==> src/rtl/pc_sequencer.sv <==
// pc_sequencer: fetch/execute control unit for the 9-bit accumulator datapath.
// Owns the program counter and sequences each instruction as FETCH then EXEC.
// It gates the regA/regB load enables and resolves conditional jumps from the
// registered ALU flags. It also provides HALT and a saturating retired-instruction count.
// Optional build macro PC_SEQ_STEP_EN adds a 'step' input and a PAUSE state
// for single-stepping: each instruction then waits for a rising edge of step.
module pc_sequencer #(
    parameter int unsigned ADDR_W = 4,
    parameter int unsigned CNT_W  = 8
) (
    input  logic              clk,
    input  logic              rst_n,
    input  logic              start,
`ifdef PC_SEQ_STEP_EN
    input  logic              step,
`endif
    input  logic [8:0]        instr_in,
    input  logic [7:0]        alu_in,
    output logic [ADDR_W-1:0] pc_out,
    output logic              load_a,
    output logic              load_b,
    output logic              mux_sel,
    output logic [1:0]        alu_sel,
    output logic [3:0]        literal,
    output logic              flag_z,
    output logic              flag_n,
    output logic              busy,
    output logic              halted,
    output logic [CNT_W-1:0]  retired
);

    localparam int unsigned IR_W = 9;

    typedef enum logic [2:0] {
        S_IDLE,
        S_FETCH,
        S_EXEC,
`ifdef PC_SEQ_STEP_EN
        S_HALT,
        S_PAUSE
`else
        S_HALT
`endif
    } state_t;

    state_t            state;
    logic [ADDR_W-1:0] pc;
    logic [IR_W-1:0]   ir;

    logic              is_jump_c;
    logic              is_halt_c;
    logic              take_c;
    logic [ADDR_W-1:0] pc_inc_c;
    logic [CNT_W-1:0]  retired_sat_c;

    // Instruction decode and next-value helpers
    assign is_jump_c     = ir[8] & (ir[7:6] == 2'b00);
    assign is_halt_c     = is_jump_c & (ir[5:4] == 2'b11);
    assign pc_inc_c      = pc + ADDR_W'(1);
    assign retired_sat_c = (retired == {CNT_W{1'b1}}) ? retired : retired + CNT_W'(1);

    // Jump condition from the registered zero flag
    always_comb begin
        take_c = 1'b0;
        case (ir[5:4])
            2'b00:   take_c = 1'b1;
            2'b01:   take_c = flag_z;
            2'b10:   take_c = ~flag_z;
            default: take_c = 1'b0;
        endcase
    end

`ifdef PC_SEQ_STEP_EN
    logic step_q;
    logic step_rise_c;

    // Registered copy of step for rising-edge detection
    always_ff @(posedge clk or negedge rst_n) begin
        if (!rst_n) begin
            step_q <= 1'b0;
        end else begin
            step_q <= step;
        end
    end

    assign step_rise_c = step & ~step_q;
`endif

    // Sequencer state, program counter, instruction register, flags and counter
    always_ff @(posedge clk or negedge rst_n) begin
        if (!rst_n) begin
            state   <= S_IDLE;
            pc      <= '0;
            ir      <= '0;
            flag_z  <= 1'b0;
            flag_n  <= 1'b0;
            retired <= '0;
        end else begin
            case (state)
                S_IDLE: begin
                    if (start) begin
                        state <= S_FETCH;
                    end
                end
                S_FETCH: begin
                    ir    <= instr_in;
                    state <= S_EXEC;
                end
                S_EXEC: begin
                    if (is_halt_c) begin
                        state <= S_HALT;
                    end else begin
                        if (is_jump_c) begin
                            pc <= take_c ? ADDR_W'(ir[3:0]) : pc_inc_c;
                        end else begin
                            pc <= pc_inc_c;
                            if (ir[7] | ir[6]) begin
                                flag_z <= (alu_in == 8'd0);
                                flag_n <= alu_in[7];
                            end
                        end
                        retired <= retired_sat_c;
`ifdef PC_SEQ_STEP_EN
                        state   <= S_PAUSE;
`else
                        state   <= S_FETCH;
`endif
                    end
                end
                S_HALT: begin
                    if (start) begin
                        pc      <= '0;
                        retired <= '0;
                        flag_z  <= 1'b0;
                        flag_n  <= 1'b0;
                        state   <= S_FETCH;
                    end
                end
`ifdef PC_SEQ_STEP_EN
                S_PAUSE: begin
                    if (start) begin
                        pc      <= '0;
                        retired <= '0;
                        flag_z  <= 1'b0;
                        flag_n  <= 1'b0;
                        state   <= S_FETCH;
                    end else if (step_rise_c) begin
                        state <= S_FETCH;
                    end
                end
`endif
                default: begin
                    state <= S_IDLE;
                end
            endcase
        end
    end

    // Load enables follow the state register so they drop with reset immediately
    assign load_a  = (state == S_EXEC) & ~is_jump_c & ir[6];
    assign load_b  = (state == S_EXEC) & ~is_jump_c & ir[7];

    // Datapath controls straight from the instruction register
    assign mux_sel = ir[8];
    assign alu_sel = ir[5:4];
    assign literal = ir[3:0];

    // Status
    assign pc_out  = pc;
    assign busy    = (state == S_FETCH) | (state == S_EXEC);
    assign halted  = (state == S_HALT);

endmodule

==> config.mk <==
export PLATFORM = sky130hd
export DESIGN_NAME = pc_sequencer
export DESIGN_NICKNAME = d
export VERILOG_FILES = /design/src/rtl/pc_sequencer.sv
export SDC_FILE = /design/constraint.sdc
export NUM_CORES = 1
export LEC_CHECK = 0
export CORE_MARGIN = 2
export CORE_UTILIZATION = 45
export DETAILED_ROUTE_END_ITERATION = 12
export PLACE_DENSITY = 0.79
export SETUP_SLACK_MARGIN = 0.3
export SYNTH_ARGS = -nofsm -noshare
export SYNTH_HDL_FRONTEND = slang
export SYNTH_SLANG_ARGS = --single-unit
==> constraint.sdc <==
create_clock -name clk -period 2.6 [get_ports clk]
set_clock_uncertainty 0.05 [all_clocks]
set_input_delay 0.52 -clock clk [delete_from_list [all_inputs] [get_ports clk]]
set_output_delay 0.52 -clock clk [all_outputs]
set_load 0.01 [all_outputs]
Yosys cells after proc, flatten, opt, wreduce, memory -nomap -nowiden
Cells that the tools add are included.

word-level totals
  register bits after elaboration = 26
  output and inout bits = 25
  logic and storage cells = 61
  input port bits = 20

operators by class
  equality and inequality tests = 13
  bitwise gates (word level) = 9
  mux-type cells = 22
  reductions and logical operators = 9
  add/sub/neg operators = 2

operator list
  operator             count
  $mux 8               3
  $mux 4               4
  $pmux 8 s2           1
  $ne 2x2->1 const B   5
  $pmux 3 s3           1
  $add 8x1->8 const B  1
  $eq 8x8->1 const B   1
  $logic_not 8->1      1
  $pmux 4 s2           1
  $mux 1               7
  $eq 3x2->1 const B   2
  $and 1x1->1          5
  $reduce_and 5->1     1
  $add 4x1->4 const B  1
  $eq 2x2->1 const B   2
  $logic_not 2->1      2
  $pmux 1 s2           2
  $reduce_and 4->1     1
  $eq 3x1->1 const B   1
  $logic_not 3->1      1
  $mux 3               1
  $pmux 1 s3           1
  $reduce_and 3->1     1
  $eq 2x1->1 const B   1
  6 further kinds      8

Logic depth before layout (Yosys ltp)
  depth in word-level cells = 6
  depth in mapped cells = 6
  depth with buffers taken out = 6

Least setup slack after synthesis
OpenSTA, ideal clock, no wires.

  kind = flip-flop to flip-flop
  from = register state[0]
  to = register retired[0]
  data required time = 2.425 ns
  path slack = 0.620 ns
  cell stages (with the launch flop) = 7
  buffers on the path = 1
  arrival = 1.805 ns
  cells stage by stage = dfrtp_1 ha_1 buf_2 mux2_2 o21ai_4 a41oi_2 mux2_2

between the ends
  word-level cells in the longest chain between the ends = 3
  elaborated cells between the ends (all ways) = 8

ends and longest elaborated chain
  element                                                                  line  RTL
  start: declaration                                                       46    state_t state;
  start signal: assignment                                                 92    state <= S_IDLE;
  start signal: assignment                                                 102   state <= S_FETCH;
  start signal: assignment                                                 107   state <= S_EXEC;
  $eq 3x2->1 *                                                             -
  net halted                                                               28    output logic halted,
  $ne 2x2->1 (no source line) / $reduce_bool 2->1 (equally long branches)  -
  $reduce_and 4->1 (no source line)                                        -
  end signal: assignment                                                   122   retired <= retired_sat_c;
  end: declaration                                                         29    output logic [CNT_W-1:0] retired

Mark *: on every way through the listed nets, which the timed path passes. The rest lies on a longest branch.
A chain may end at the register's enable or synchronous reset.

Worst setup path in the final report
  from = register state[0]
  to = output busy

between the ends
  word-level cells in the longest chain between the ends = 2
  elaborated cells between the ends (all ways) = 3

ends and longest elaborated chain
  element                                          line  RTL
  $eq 3x1->1 / $eq 3x2->1 (equally long branches)  170   assign busy = (state == S_FETCH) | (state == S_EXEC);
  $or 1x1->1 *                                     170
  end: declaration                                 27    output logic busy,

Mark *: on every way between the ends. The rest lies on a longest branch, timed or not.

==> impl_metrics.tcl <==
set metrics [dict create \
    io_pins 45 \
    ys_async_sr_fraction_pct 100 \
    netlist_area_um2 1330 \
    clk_latency_ns 0.33 \
    portBuffers 44 \
    slew_headroom_pct 71.6 \
    row_count 19 \
    globalRouteOverflowTotal 0 \
    synth_edf_count 0 \
    critPathMaxFanout 3 \
    area_delta_synth_final_pct 37.1 \
    clk_pin_slew_ns 0.14 \
    grt_first_pass_wirelength_mm 4.82 \
    synth.top_cell.area_share_pct 47.1 \
    hold_slack_ns 0.453 \
    cts-root-buf "clkbuf_4" \
    drc 0 \
    min_period_over_period_pct 87.9 \
    hold_viol_final 0 \
    nets 193 \
    post-place-ws_ns 0.358 \
    cpMostUsedCell "inv_1" \
    grtUsageTotal_pct 18.4 \
    die_area_um2 3400 \
    cp_slowest_cell "clkdlybuf4s50_1" \
    crit_type "reg2out" \
    drt_iter0_markers 16 \
    drive_gt1_share_pct 16.8 \
    die_h_um 58.3 \
    rsz0062_at_grt "yes" \
    ys_seq_area_share_pct 47.1 \
    cts.path.max_buffers 2 \
    core_um2 2780 \
    dr.pass1.iters 4 \
    timing.final.ws_setup_ns 0.316 \
    gp_congestion 0.687 \
    ys_types 33 \
    slew_violations 0 \
    htreeDepth 1 \
    initial_core_util_pct 47.8 \
    p_leak_nw 0.799 \
    tns_ns 0 \
    n_antenna_cell 0 \
    antenna_found_initial 0 \
    grt_max_degree 26 \
    final-setup-viol-count 0 \
    antenna_left 0 \
    num_vias 1098 \
    synth_area_leader_cell "dfrtp_1" \
    status "finished, final reports clean" \
    yosys_warnings 0 \
    cap_violations 0 \
    die_width_um 58.3 \
    final.min_clock_period_ns 2.28 \
    fillCellCount 229 \
    vias_per_cell 5.55 \
    arrival_ns 1.71 \
    mappedNetlistNets 150 \
    ir_worst_vdd_mv 0.849 \
    max_stage_delay_ns 0.53 \
    multiInputGateArea_um2 644 \
    wirelength_mm 2.85 \
    synth_ff_type "dfrtp_1" \
    cts_buffers 3 \
    pwr_density_cell_nw_per_um2 1180 \
    cts_tree "built" \
    synth.area.top_cells "dfrtp_1 47%, mux2_2 10%, ha_1 4.7%, buf_4 3.4%, mux2i_1 3.0%" \
    stdcell_area_um2 1820 \
    synth-seq-cells 25 \
    final_core_util_pct 65.5 \
    placed_area_um2 1760 \
    cp_data_required_time_ns 2.03 \
    regArea_um2 626 \
    fmaxAchievable_mhz 438 \
    wl_per_cell_um 14.4 \
    hold_path.class "reg2reg" \
    netlist_instances 125 \
    clkSinkCount 25 \
    crit_chain "inv_1 > ha_4 > inv_1 > clkdlybuf4s50_1" \
    hpwl_mm 2.14 \
    grt_pass1_vias 1141 \
    start_kind "flip-flop" \
    tightest_slew_ns 0.426 \
    cp-end-kind "primary output" \
    syn_area_per_cell_um2 10.6 \
]
## path summary, 6_finish.rpt
| kind | startpoint | end | slack (ns) | cells past startpoint |
|---|---|---|---|---|
| setup / recovery | state[0]$_DFFE_PN0P_ | busy | 0.32 | 4 |
| setup reg to reg | state[0]$_DFFE_PN0P_ | retired[1]$_DFFE_PN0P_ | 0.56 | 6 |
| min in group asynchronous | rst_n | retired[2]$_DFFE_PN0P_ | 0.48 | 2 |
| hold / removal | flag_n$_DFFE_PN0P_ | flag_n$_DFFE_PN0P_ | 0.45 | 2 |
| max in group asynchronous | rst_n | pc_out[3]$_DFFE_PN0P_ | 1.78 | 2 |
| hold reg to reg | flag_n$_DFFE_PN0P_ | flag_n$_DFFE_PN0P_ | 0.45 | 2 |
## sequential cells by signal, summed over array words and instances, names as in the netlist
register,cells
state,2
pc_out,4
retired,8
flag_n,1
flag_z,1
ir,9
## per-stage QoR
step                instances  power, mW
detailed placement        193       1.94
global placement          193       1.89
finish                    198       2.16
CTS                       198       2.16
floorplan                 125       1.47
global route              198       2.32
## area by class of cell
cell class | count | area share (%)
multi-input cells | 84 | 35.4
flip-flops and latches | 25 | 34.3
repair buffers | 46 | 25.1
well taps | 31 | 2.13
inverters | 8 | 1.65
clock buffers | 4 | 1.44
## Yosys cell counts, types with 2 or more instances
library cell / number
ha_1: 5
mux2_2: 12
nand2_1: 8
buf_4: 6
or2_2: 2
a41oi_1: 2
mux2i_1: 4
a31oi_1: 4
nor2_1: 9
o21a_1: 3
dfrtp_1: 25
inv_1: 8
o21ai_0: 3
a21oi_1: 6
and2_2: 2
nand3_1: 8
o22ai_1: 2
## report_power, final
group / switching, mW / internal, mW
sequential: 0.206 / 0.569
clock: 0.119 / 0.0602
combinational: 0.525 / 0.676
total: 0.850 / 1.30
## metal layers
metal | vias up | global-route usage (%) | wire [um]
li1 | 529 | - | -
met1 | 521 | 22.9 | 1210
met2 | 43 | 32.3 | 1430
met3 | 5 | 2.20 | 159
met4 | 0 | 7.64 | 42
met5 | - | 0 | 0
## worst max-delay path: cells and delay by family, from the launching register on
family	cells	cell delay (ns)
adders and majority gates	1	0.24
DFF	1	0.44
buffers and inverters	3	0.70
## layout by cell type (no fill, tap or decap), drive strengths merged, types with 2 or more instances in the layout
master,count
o21a,3
ha,5
o22ai,2
and2,2
nand2,8
nand3,8
inv,8
dfrtp,25
or2,2
o21ai,4
a21oi,6
a41oi,3
mux2,12
nor2,9
mux2i,4
buf,2
clkdlybuf4s50,42
clkbuf,4
a31oi,4
## repair_timing
action,CTS,global route
setup endpoints to repair,3,2
setup buffers,1,0
hold buffers,0,0
gates resized for setup,4,2
## kinds of logic (layout without fill, tap and decap cells)
kind of cell,after synthesis,in the layout,synth area share [%]
AOI/OAI and AO/OA,28,28,15.5
adders and majority gates,5,5,4.71
buffers and inverters,16,58,6.31
DFF,25,25,47.1
muxes,16,16,13.2
and+or+nand+nor,35,35,13.2
(Power assumes the default switching activity.)
